[src/rtl/multiplier_4bits_arbiter.sv]
`default_nettype none
`timescale 1ns/1ps
// +------------------------------------------------------------------------+
// | multiplier_4bits_arbiter: round-robin sharing of one 4x4 multiplier     |
// | core among NUM_REQ requesters over valid/ready request/response ports.  |
// | Revision: 1.0                                                           |
// +------------------------------------------------------------------------+
module multiplier_4bits_arbiter #(
  parameter int NUM_REQ = 4
) (
  input  logic                   clk,
  input  logic                   rst_n,
  input  logic [NUM_REQ-1:0]     req_valid,
  input  logic [4*NUM_REQ-1:0]   req_a,
  input  logic [4*NUM_REQ-1:0]   req_b,
  output logic [NUM_REQ-1:0]     req_ready,
  output logic [3:0]             mul_a,
  output logic [3:0]             mul_b,
  input  logic [7:0]             mul_product,
  output logic                   rsp_valid,
  input  logic                   rsp_ready,
  output logic [7:0]             rsp_product,
  output logic [2:0]             rsp_id,
  output logic [15:0]            done_count
);

  typedef enum logic [1:0] {
    IDLE = 2'd0,
    CALC = 2'd1,
    RESP = 2'd2
  } state_e;

  state_e      state_q, state_d;
  logic [2:0]  last_grant_q, last_grant_d;
  logic [3:0]  mul_a_q, mul_a_d;
  logic [3:0]  mul_b_q, mul_b_d;
  logic        rsp_valid_q, rsp_valid_d;
  logic [7:0]  rsp_product_q, rsp_product_d;
  logic [2:0]  rsp_id_q, rsp_id_d;
  logic [15:0] done_count_q, done_count_d;

  logic [7:0]  valid_pad;
  logic [31:0] a_pad;
  logic [31:0] b_pad;
  logic [3:0]  scan_idx;
  logic [2:0]  grant_idx;
  logic        grant_found;

  assign valid_pad = 8'(req_valid);
  assign a_pad     = 32'(req_a);
  assign b_pad     = 32'(req_b);

  // Scan starts just past the last winner so every requester gets a turn.
  always_comb begin
    grant_found = 1'b0;
    grant_idx   = '0;
    scan_idx    = '0;
    for (int k = 1; k <= NUM_REQ; k++) begin
      scan_idx = {1'b0, last_grant_q} + 4'(k);
      if (scan_idx >= 4'(NUM_REQ)) begin
        scan_idx = scan_idx - 4'(NUM_REQ);
      end
      if (!grant_found && valid_pad[scan_idx[2:0]]) begin
        grant_found = 1'b1;
        grant_idx   = scan_idx[2:0];
      end
    end
  end

  always_comb begin
    req_ready = '0;
    for (int i = 0; i < NUM_REQ; i++) begin
      req_ready[i] = rst_n && (state_q == IDLE) && grant_found && (grant_idx == 3'(i));
    end
  end

  always_comb begin
    state_d       = state_q;
    last_grant_d  = last_grant_q;
    mul_a_d       = mul_a_q;
    mul_b_d       = mul_b_q;
    rsp_valid_d   = rsp_valid_q;
    rsp_product_d = rsp_product_q;
    rsp_id_d      = rsp_id_q;
    done_count_d  = done_count_q;
    case (state_q)
      IDLE: begin
        if (grant_found) begin
          mul_a_d      = a_pad[{grant_idx, 2'b00} +: 4];
          mul_b_d      = b_pad[{grant_idx, 2'b00} +: 4];
          rsp_id_d     = grant_idx;
          last_grant_d = grant_idx;
          state_d      = CALC;
        end
      end
      CALC: begin
        rsp_product_d = mul_product;
        rsp_valid_d   = 1'b1;
        state_d       = RESP;
      end
      RESP: begin
        if (rsp_ready) begin
          rsp_valid_d  = 1'b0;
          done_count_d = done_count_q + 16'd1;
          state_d      = IDLE;
        end
      end
      default: state_d = IDLE;
    endcase
  end

  always_ff @(posedge clk or negedge rst_n) begin
    if (!rst_n) begin
      state_q       <= IDLE;
      last_grant_q  <= 3'(NUM_REQ - 1);
      mul_a_q       <= '0;
      mul_b_q       <= '0;
      rsp_valid_q   <= 1'b0;
      rsp_product_q <= '0;
      rsp_id_q      <= '0;
      done_count_q  <= '0;
    end else begin
      state_q       <= state_d;
      last_grant_q  <= last_grant_d;
      mul_a_q       <= mul_a_d;
      mul_b_q       <= mul_b_d;
      rsp_valid_q   <= rsp_valid_d;
      rsp_product_q <= rsp_product_d;
      rsp_id_q      <= rsp_id_d;
      done_count_q  <= done_count_d;
    end
  end

  assign mul_a       = mul_a_q;
  assign mul_b       = mul_b_q;
  assign rsp_valid   = rsp_valid_q;
  assign rsp_product = rsp_product_q;
  assign rsp_id      = rsp_id_q;
  assign done_count  = done_count_q;

endmodule
`default_nettype wire

[config.mk]
export PLATFORM = sky130hd
export DESIGN_NAME = multiplier_4bits_arbiter
export DESIGN_NICKNAME = d
export VERILOG_FILES = /design/src/rtl/multiplier_4bits_arbiter.sv
export SDC_FILE = /design/constraint.sdc
export NUM_CORES = 1
export LEC_CHECK = 0
export CAP_MARGIN = 5
export CORE_ASPECT_RATIO = 1.5
export CORE_MARGIN = 2
export CORE_UTILIZATION = 35
export DETAILED_ROUTE_END_ITERATION = 10
export GPL_TIMING_DRIVEN = 0
export PLACE_DENSITY = 0.66
export SYNTH_ARGS = -nofsm -noshare
export SYNTH_HDL_FRONTEND = slang
export SYNTH_SLANG_ARGS = --single-unit
[constraint.sdc]
create_clock -name clk -period 9.05 [get_ports clk]
set_input_delay 1.81 -clock clk [delete_from_list [all_inputs] [get_ports clk]]
set_output_delay 1.81 -clock clk [all_outputs]
set_load 0.01 [all_outputs]
; Word-level counts from Yosys, hierarchy flattened
; Cells that the tools add are included.
[totals]
memories = 0
rom_bits = 0
reg_bits = 41
output_inout_bits = 40
mem_bits_rw = 0
in_bits = 47
latchBits = 0
[op_classes]
n_mux = 25
n_bitwise = 0
n_shift = 2
div_mod_pow = 0
addsub = 9
mul = 0
n_eq_ne = 7
n_lt_le_gt_ge = 8
reduce_logical = 19
[ops]
columns = op, n
row1 = variable part select 32 x 6 -> 4 bit, 2
row2 = 2-to-1 mux 3 bit, 8
row3 = adder 16 x 1 -> 16 bit (second input constant), 1
row4 = greater-or-equal comparator 4 x 3 -> 1 bit (second input constant), 4
row5 = < comparator 3 x 4 -> 1 bit (second input constant), 4
row6 = binary-select mux 1 bit (select 3 bit), 4
row7 = subtractor 3 bit (second input constant), 4
row8 = logical AND 1 bit, 9
row9 = 2-to-1 mux 1 bit, 9
row10 = adder 3 x 2 -> 4 bit (second input constant), 2
row11 = AND reduction 2 bit, 4
row12 = equality test 3 x 2 -> 1 bit (second input constant), 2
row13 = one-hot mux 2 bit (3 select lines), 1
row14 = adder 3 x 1 -> 4 bit (second input constant), 1
row15 = adder 3 x 3 -> 4 bit (second input constant), 1
row16 = 2-to-1 mux 2 bit, 2
row17 = != test 2 bit (second input constant), 2
row18 = equality test 3 x 1 -> 1 bit (second input constant), 1
row19 = zero test 1 bit, 3
row20 = zero test 3 bit, 1
row21 = equality test 2 x 1 -> 1 bit (second input constant), 1
row22 = equality test 2 bit (second input constant), 1
row23 = zero test 2 bit, 1
row24 = one-hot mux 1 bit (2 select lines), 1
row25 = nonzero test 2 bit, 1

; Longest topological paths before layout
; Gate-level depths: netlist of the first run.
[logic_depth]
word_depth = 17
mapped_depth = 13

; Worst setup path before layout of the first run
; No wires, ideal clock.
[synth_timing]
kind = input -> output
start = input req_valid[2]
end = output req_ready[2]
cell_stages = 7
arrival_time_ns = 3.358
path_slack_ns = 3.882
path_buffers = 1
path_cell_list = mux4_2 and2_4 o31ai_2 o211ai_1 and2_1 buf_6 nor3b_1
[synth_via]
elab_chain_cells = 14
elab_cells_between_ends = 25
[synth_rtl]
columns = item, line
row1 = from (decl), 13  ; input logic [NUM_REQ-1:0] req_valid,
row2 = binary-select mux 1 bit (select 3 bit), 63  ; if (!grant_found && valid_pad[scan_idx[2:0]]) begin
row3 = 2-to-1 mux 1 bit (implied by the code), 63
row4 = 2-to-1 mux 1 bit, 63
row5 = zero test 1 bit, 63
row6 = logical AND 1 bit, 63
row7 = 2-to-1 mux 1 bit, 63
row8 = zero test 1 bit, 63
row9 = logical AND 1 bit, 63
row10 = 2-to-1 mux 1 bit, 63
row11 = zero test 1 bit, 63
row12 = logical AND 1 bit, 63
row13 = 2-to-1 mux 3 bit / 2-to-1 mux 1 bit (equally long branches), 63
row14 = equality test 3 x 2 -> 1 bit / logical AND 1 bit (equally long branches), 73  ; req_ready[i] = rst_n && (state_q == IDLE) && grant_found && (grant_idx == 3'(i));
row15 = logical AND 1 bit (*), 73
row16 = to (decl), 16  ; output logic [NUM_REQ-1:0] req_ready,
; Mark *: on every way between the ends. The rest lies on a longest branch, timed or not. The select of a mux whose other input is x is not followed.

; Worst setup path after layout of the first run
; Ends and elaborated chain as after synthesis.

==> results of run 1 <==
## synthesized netlist by cell type (2+ instances only)
cell type   n  area share (%)
a22o_1      7             2.4
buf_1       2            0.29
ha_1        3             1.5
nand4_1     2            0.49
buf_4       2            0.59
mux2i_1     6             2.3
a21o_1      7             2.1
a211oi_1    2            0.59
and3_1      2            0.49
nor3b_1     2            0.59
nor2b_1     2            0.49
a2111oi_0   7             2.4
dfstp_2     2             2.1
buf_2       6             1.2
nand3_1    20             3.9
nor4_1      7             1.7
o21ai_1     4            0.78
nand2b_1    2            0.49
and2_1      2            0.49
o21ai_0     3            0.59
nor3_1     14             2.7
mux4_2      2             1.8
clkbuf_1    2            0.29
o31ai_1     2            0.59
xnor2_1     9             3.1
inv_1       6            0.88
o211a_1     2            0.78
dfrtp_1    38              37
nor2_1     24             3.5
nand2_1    38             5.6
o21bai_1    3            0.88
a21oi_1    23             4.5
buf_6       5             2.2
xor2_1      6             2.1
mux2_2      8             3.5
## final cells by class
type                       count  area share (%)
multi-input combinational    223            38.3
inverter                       7           0.714
sequential                    40            27.3
timing repair buffer          87            23.8
clock buffer                   6            2.24
tap                          100            3.40
clock inverter                 2            1.05
buffer                        17            3.16
## per-layer routing
metal / wire length, um / global-route usage (%)
met4: 141 / 6.75
met1: 2980 / 22.0
met2: 3930 / 33.4
met3: 237 / 2.87
met5: 0 / 0
## where the power goes
group | internal, mW | total [mW] | switching [mW]
combinational | 0.387 | 0.840 | 0.453
sequential | 0.248 | 0.288 | 0.0404
clock | 0.0902 | 0.155 | 0.0646
total | 0.725 | 1.28 | 0.558
## critical path: cells and delay by family
| family | cells | cell delay (ns) |
|---|---|---|
| AO/OA/AOI/OAI | 4 | 0.95 |
| buffers and inverters | 3 | 1.40 |
| multiplexers | 1 | 0.15 |
| AND/OR/NAND/NOR | 1 | 0.27 |
## registers in the layout (all words and copies together), names as in the netlist
signal        cells
mul_a             4
state_q           2
done_count       16
rsp_id            2
mul_b             4
last_grant_q      3
rsp_product       8
rsp_valid         1
## logic make-up (layout without fill, tap and decap cells)
| logic type | count (synthesis) | count (layout) | synth area share, % |
|---|---|---|---|
| multiplexers | 16 | 16 | 7.64 |
| flip-flops | 40 | 40 | 39.3 |
| AO/OA/AOI/OAI | 70 | 70 | 19.2 |
| AND/OR/NAND/NOR | 119 | 119 | 21.7 |
| XOR/XNOR | 15 | 15 | 5.14 |
| adder cells (fa/ha/maj) | 3 | 3 | 1.47 |
| buffers and inverters | 24 | 119 | 5.58 |
## through the flow
step           setup WS (ns)  util [%]  hold WS [ns]
6_report                2.64      51.2         0.475
5_1_grt                 2.38      51.2         0.499
4_1_cts                 2.61      51.2         0.485
3_5_place_dp            2.63      49.5         0.472
3_3_place_gp            2.40      49.3         0.461
2_1_floorplan           3.88         -         0.508
## worst max path at each step
| stage | from | end | slack, ns |
|---|---|---|---|
| 2_1_floorplan | req_valid[2] | req_ready[2] | 3.88 |
| 3_3_place_gp | rst_n | req_ready[2] | 2.40 |
| 3_5_place_dp | req_valid[2] | req_ready[2] | 2.63 |
| 4_1_cts | req_valid[2] | req_ready[2] | 2.61 |
| 5_1_grt | req_valid[2] | req_ready[0] | 2.38 |
| 6_report | req_valid[2] | req_ready[2] | 2.64 |
==> metrics.txt, run 1 <==
Buffers on Ports 86; RD Place Congestion 0.918; Synth async-reset ratio 100%; dominant synthesized flop cell dfrtp_1; sequential cell area 1000 um2; first-pass detailed-route iteration total 5; Synth Net Count 337; PostCTS Resize Cnt 0; Core Region 7180 um2; crit-path cells clkdlybuf4s50_1 > mux2i_1 > o31ai_1 > o32ai_2 > o21ai_2 > buf_4 > o21bai_1 > nor3b_1 > clkdlybuf4s50_1; critical path class input pin to output pin; Layout Nets 431; die width 73.8 um; vias in the first global route 2409; minimum clock period 6.41 ns; Final TNS setup 0 ns; Fmax achieved 156 MHz; IO Pins 87; Die ar. 8020 um2; reg-to-reg critical path startpoint last_grant_q[0]$_DFFE_PN1P_; fill cell count 686; MaxCap Viol Count 0; initial drt markers 133; Area Overhead vs Synth 43.9%; Finished Layout Cells 482; Final Power 1.28 mW; Root Driver clkbuf_8; Final Cycle Share 70.9%; Cell Area, Placed 3560 um2; via/cell ratio 5.19; Die Span Y 109 um; peak supply drop 0.186 mV; post-DR wirelength/cell 15.1 um; reg2reg end mul_a[2]$_DFFE_PN0P_; status finished, final reports clean; Finished Cell Area 3680 um2; DRC viols 0; CP startpoint kind input pin; # hold bufs at CTS 0; starting density of the core 35.6%; Yosys cell types 50; CTS buffer count 5; dpl cells 474; r2r worst-path depth 10; multi-input logic area 1410 um2; # setup viols final 0; area of the mapped netlist 2560 um2; Sink Count 40; RSZ-0062 raised after global routing false; Seq/Total Area, Yosys 39.3%; CP dominant cell by count clkdlybuf4s50_1; Post-synth EDFFs 0; PD cells 349 nW/um2; num rows 38; WL final 7280 um; # Post-CTS Setup Buffers 0; CTS max path bufs 2; Worst EP required 7.24 ns; most frequent cells in the layout 85 x clkdlybuf4s50_1, 38 x nand2_1, 38 x dfrtp_1, 24 x nor2_1, 23 x a21oi_1; htree depth 2; total gr overflow 0; Mapped Cells 287; Post-DP HPWL 5650 um; # diodes 0; Arrival @ worst endpoint 4.60 ns; vias 2500; CP endpoint kind output pin; Hold Startpoint done_count[15]$_DFFE_PN0P_; #FFs+latches synth 40; first-pass GRT wire length 11600 um; Total GRT Usage 18.6%; Leak Pwr 1.54 nW; Min-Delay Path Class flop to flop; largest net degree at the start of global routing 37; pins over their slew limit 0; critical path fanouts, max 10; hold path endpoint done_count[15]$_DFFE_PN0P_; Worst-Skew Late Latency 0.29 ns; cell depth of the worst hold path 1; TritonCTS clock tree built; r2r setup slk 5.34 ns; Yosys warnings 0; Slew Limit Headroom 42.5%; Avg Inst Size Synth 8.91 um2; Critical Path Max Stage Delay 0.59 ns; DRT antenna net count 0; Final Hold Fails 0; initial antenna violation count 0; Clock transition at path regs 0.08 ns; Final Skew 0.00468 ns; leading cell type in the layout, fill and taps excluded clkdlybuf4s50_1; Worst path slowest cell clkdlybuf4s50_1; Worst-Margin Slew 0.840 ns; share of layout cells above drive strength 1 10.5%
Note: power is estimated with default switching activity, not from simulation.
==> run 2, diff against run 1 <==
- PLACE_DENSITY: 0.66 -> 0.69
- clock period: 9.05 -> 5.4 ns (I/O delays scaled with it)
==> run 2 against run 1 <==
  * Setup slack got worse by 2.3 ns
  * Global-route usage fell by 0.27 points
  * First-iteration DRC count up 2.3%
  * Largest power group unchanged
  * Critical path type is now flop to output pin
  * Critical path depth rose by 3
  * Largest cell class unchanged
==> metrics.txt, run 2 (synthesized netlist as in run 1, its figures left out) <==
status finished, final reports clean; switch share 43.5%; vias 2454; IO Pins 87; Worst-Skew Late Latency 0.30 ns; Clock transition at path regs 0.08 ns; Pint 1.22 mW; Root Driver clkbuf_8; Final Skew 0.00501 ns; CTS max path bufs 2; Area Overhead vs Synth 43.9%; # hold bufs at CTS 0; pre-CTS WS 0.460 ns; WL met2 3850 um; # Post-CTS Setup Buffers 0; Combinational Power Share 65.5%; top layer in use met4; vias in the first global route 2375; worst path buffer plus inverter count 5; Die Span Y 109 um; Worst EP required 4.32 ns; # diodes 0; DRT antenna net count 0; initial drt markers 136; Slew Limit Headroom 37.6%; post-route setup slack 0.300 ns; Critical Path Max Stage Delay 0.57 ns; Core Region 7180 um2; Sink Count 40; cell depth of the worst hold path 1; Layout Nets 431; WL final 7190 um; # setup viols final 0; minimum clock period 5.10 ns; first-pass GRT wire length 11500 um; Critical Path Stages 12; CTS buffer count 5; met3 wire len 280 um; PostCTS Resize Cnt 0; crit-path cells buf_6 > clkinv_1 > ha_1 > buf_6 > mux2i_1 > o31ai_1 > o32ai_2 > o21ai_2 > buf_4 > o21bai_1 > nor3_1 > clkdlybuf4s50_1; Final Cycle Share 94.4%; RD Place Congestion 0.923; critical path class flop to output pin; r2r worst-path depth 10; Leak Pwr 1.54 nW; MaxCap Viol Count 0; CP startpoint kind flop; DRC viols 0; Die ar. 8020 um2; leading cell type in the layout, fill and taps excluded clkdlybuf4s50_1; peak supply drop 0.367 mV; die width 73.8 um; most frequent cells in the layout 85 x clkdlybuf4s50_1, 38 x nand2_1, 38 x dfrtp_1, 24 x nor2_1, 23 x a21oi_1; Min-Delay Path Class flop to flop; htree depth 2; initial antenna violation count 0; PD cells 585 nW/um2; Fmax achieved 196 MHz; CP endpoint kind output pin; share of layout cells above drive strength 1 10.5%; Arrival @ worst endpoint 4.02 ns; net switching power figure 0.937 mW; pins over their slew limit 0; post-DR wirelength/cell 14.9 um; via/cell ratio 5.09; DRT met1 WL 2900 um; CP dominant cell by count buf_6; num rows 38; Final Hold Fails 0; register share of total power 22.5%; RSZ-0062 raised after global routing false; TritonCTS clock tree built; fill cell count 692; Total GRT Usage 18.4%; starting density of the core 35.6%; Worst-Margin Slew 0.913 ns; critical path fanouts, max 10; first-pass detailed-route iteration total 6; critical path's top delay family buffers and inverters; total gr overflow 0; Clock Power Share 12.0%; Post-DP HPWL 5530 um; Final TNS setup 0 ns; largest net degree at the start of global routing 40; Worst path slowest cell clkdlybuf4s50_1; Largest register FFs 16; Buffers on Ports 86
-- run 2: cell counts in the layout (fill, tap and decap cells not counted) --
Identical to the previous run, type by type.
-- run 2: area by class of cell --
type | instances | area [um2] | share of cell area (%)
sequential | 40 | 1000 | 27.3
clock buffer | 6 | 82.6 | 2.24
tap | 100 | 125 | 3.40
buffer | 17 | 116 | 3.16
timing repair buffer | 87 | 876 | 23.8
inverter | 7 | 26.3 | 0.714
clock inverter | 2 | 38.8 | 1.05
multi-input combinational | 223 | 1410 | 38.3
-- run 2: power groups by stage --
stage          clock network (mW)  logic (mW)  registers [mW]
4_1_cts                     0.262        1.41           0.486
5_1_grt                     0.276        1.54           0.501
2_1_floorplan                   0       0.885           0.524
3_3_place_gp                    0        1.38           0.487
3_5_place_dp                    0        1.40           0.491
6_report                    0.258        1.41           0.485
-- run 2: per-layer routing --
metal	up-vias	global-route usage, %
met3	14	3.14
met2	78	32.9
met4	0	5.71
met5	-	0
met1	1137	21.9
li1	1225	-
-- run 2: per-stage QoR --
| stage | hold slack, ns | power (mW) | cells | utilization [%] | area (um2) |
|---|---|---|---|---|---|
| 6_report | 0.471 | 2.15 | 482 | 51.2 | 3680 |
| 3_3_place_gp | 0.460 | 1.86 | 473 | 49.3 | 3540 |
| 2_1_floorplan | 0.508 | 1.41 | 287 | - | 2560 |
| 4_1_cts | 0.477 | 2.16 | 482 | 51.2 | 3680 |
| 5_1_grt | 0.507 | 2.31 | 482 | 51.2 | 3680 |
| 3_5_place_dp | 0.462 | 1.90 | 474 | 49.5 | 3560 |
-- run 2: worst paths after layout --
check,start,to,slack (ns)
setup / recovery,last_grant_q[0]$_DFFE_PN1P_,req_ready[1],0.30
hold reg to reg,done_count[15]$_DFFE_PN0P_,done_count[15]$_DFFE_PN0P_,0.47
setup reg to reg,last_grant_q[0]$_DFFE_PN1P_,mul_a[1]$_DFFE_PN0P_,1.61
max in group asynchronous,rst_n,last_grant_q[0]$_DFFE_PN1P_,4.37
hold / removal,done_count[15]$_DFFE_PN0P_,done_count[15]$_DFFE_PN0P_,0.47
min in group asynchronous,rst_n,last_grant_q[2]$_DFFE_PN0P_,0.58
==> run 3, diff against run 2 <==
- SLEW_MARGIN: unset -> 30
==> run 3 against run 2 <==
  * Register-to-register slack got worse by 0.13 ns
  * Cell area rose by 0.20%
  * Sequential power barely moved
  * Utilization rose by 0.10 points
  * Critical path depth did not move
  * Flip-flop and latch count did not move
  * Global-route usage rose by 0.095 points
  * Die area did not move
  * Largest cell class unchanged
  * Highest routed layer unchanged
==> metrics.txt, run 3 (synthesized netlist as in run 1, its figures left out) <==
status finished, final reports clean; multi-input logic area 1410 um2; DRT antenna net count 0; IO Pins 87; # Post-CTS Setup Buffers 0; CTS buffer count 5; sequential cell area 1000 um2; WL met2 3800 um; largest net degree at the start of global routing 22; total gr overflow 0; Final Skew 0.00607 ns; RSZ-0062 raised after global routing false; Fmax achieved 197 MHz; vias 2513; Clock transition at path regs 0.08 ns; CTS max path bufs 2; Core Region 7180 um2; num rows 38; most frequent cells in the layout 85 x clkdlybuf4s50_1, 38 x nand2_1, 38 x dfrtp_1, 24 x nor2_1, 23 x a21oi_1; # setup viols final 0; Area Overhead vs Synth 44.2%; first-pass GRT wire length 11600 um; fill cell count 703; Sink Count 40; # hold bufs at CTS 0; vias in the first global route 2439; Leak Pwr 1.54 nW; PD cells 584 nW/um2; Final Hold Fails 0; Combinational Power Share 65.5%; Min-Delay Path Class flop to flop; first-pass detailed-route iteration total 4; dpl cells 474; leading cell type in the layout, fill and taps excluded clkdlybuf4s50_1; Post-DP HPWL 5590 um; critical path fanouts, max 10; starting density of the core 35.6%; post-DR wirelength/cell 15.1 um; DRT met1 WL 2890 um; WL final 7290 um; Final TNS setup 0 ns; Buffers on Ports 86; Die ar. 8020 um2; via/cell ratio 5.21; Clock Power Share 11.9%; Fin Hold WS 0.471 ns; CP startpoint kind flop; Finished Layout Cells 482; Die Span Y 109 um; minimum clock period 5.07 ns; Final Cycle Share 94.0%; Pint 1.22 mW; Slew Limit Headroom 29.9%; critical path class flop to output pin; register share of total power 22.6%; peak supply drop 0.355 mV; Largest register FFs 16; met3 wire len 373 um; # diodes 0; initial antenna violation count 0; share of layout cells above drive strength 1 10.5%; Layout Nets 431; Root Driver clkbuf_8; pins over their slew limit 0; DRC viols 0; RD Place Congestion 0.923; net switching power figure 0.938 mW; htree depth 2; PostCTS Resize Cnt 0; TritonCTS clock tree built; Worst-Margin Slew 1.03 ns; MaxCap Viol Count 0; die width 73.8 um; initial drt markers 143; top layer in use met4; Worst EP required 4.32 ns; Worst-Skew Late Latency 0.30 ns; switch share 43.5%; Total GRT Usage 18.5%; Arrival @ worst endpoint 3.99 ns; CP endpoint kind output pin
[run 3: cell counts in the layout (fill, tap and decap cells not counted)]
Identical to the previous run, type by type.
[run 3: critical path, stage by stage (launching register included)]
cell and delay, ns:
dfstp_2 0.55, buf_6 0.13, clkinv_1 0.23, ha_1 0.38, buf_6 0.15, mux2i_1 0.30, nor3_1 0.09, o32ai_2 0.42
o21ai_2 0.18, buf_4 0.22, o21bai_1 0.23, nor3_1 0.24, clkdlybuf4s50_1 0.58
[run 3: final timing paths]
check	start	to	cells past startpoint	slack [ns]
setup / recovery	last_grant_q[0]$_DFFE_PN1P_	req_ready[1]	12	0.33
hold / removal	done_count[15]$_DFFE_PN0P_	done_count[15]$_DFFE_PN0P_	1	0.47
setup reg to reg	last_grant_q[0]$_DFFE_PN1P_	mul_a[1]$_DFFE_PN0P_	10	1.48
hold reg to reg	done_count[15]$_DFFE_PN0P_	done_count[15]$_DFFE_PN0P_	1	0.47
max in group asynchronous	rst_n	done_count[10]$_DFFE_PN0P_	2	4.18
min in group asynchronous	rst_n	rsp_id[1]$_DFFE_PN0P_	1	0.75
[run 3: metrics by stage]
stage,power (mW),utilization [%],worst slack (ns),cell area [um2]
finish,2.15,51.3,0.327,3690
global route,2.31,51.3,0.0525,3690
CTS,2.16,51.3,0.334,3690
detailed placement,1.89,49.7,0.472,3560
global placement,1.86,49.3,0.235,3540
floorplan,1.41,-,1.54,2560
[run 3: power by group through the flow]
stage	logic, mW	clock network [mW]	registers (mW)
CTS	1.41	0.264	0.486
floorplan	0.885	0	0.524
detailed placement	1.40	0	0.493
global placement	1.38	0	0.487
global route	1.54	0.274	0.500
finish	1.41	0.257	0.486
[run 3: layout make-up]
type	instances	area share [%]
buffer	17	3.16
clock buffer	6	2.24
clock inverter	2	1.05
inverter	7	0.713
multi-input combinational	223	38.3
sequential	40	27.2
tap	100	3.39
timing repair buffer	87	24.0
[run 3: per-layer routing]
layer | track usage, % | vias to the layer above
met5 | 0 | -
li1 | - | 1222
met3 | 3.05 | 14
met1 | 21.8 | 1172
met2 | 32.5 | 105
met4 | 7.66 | 0
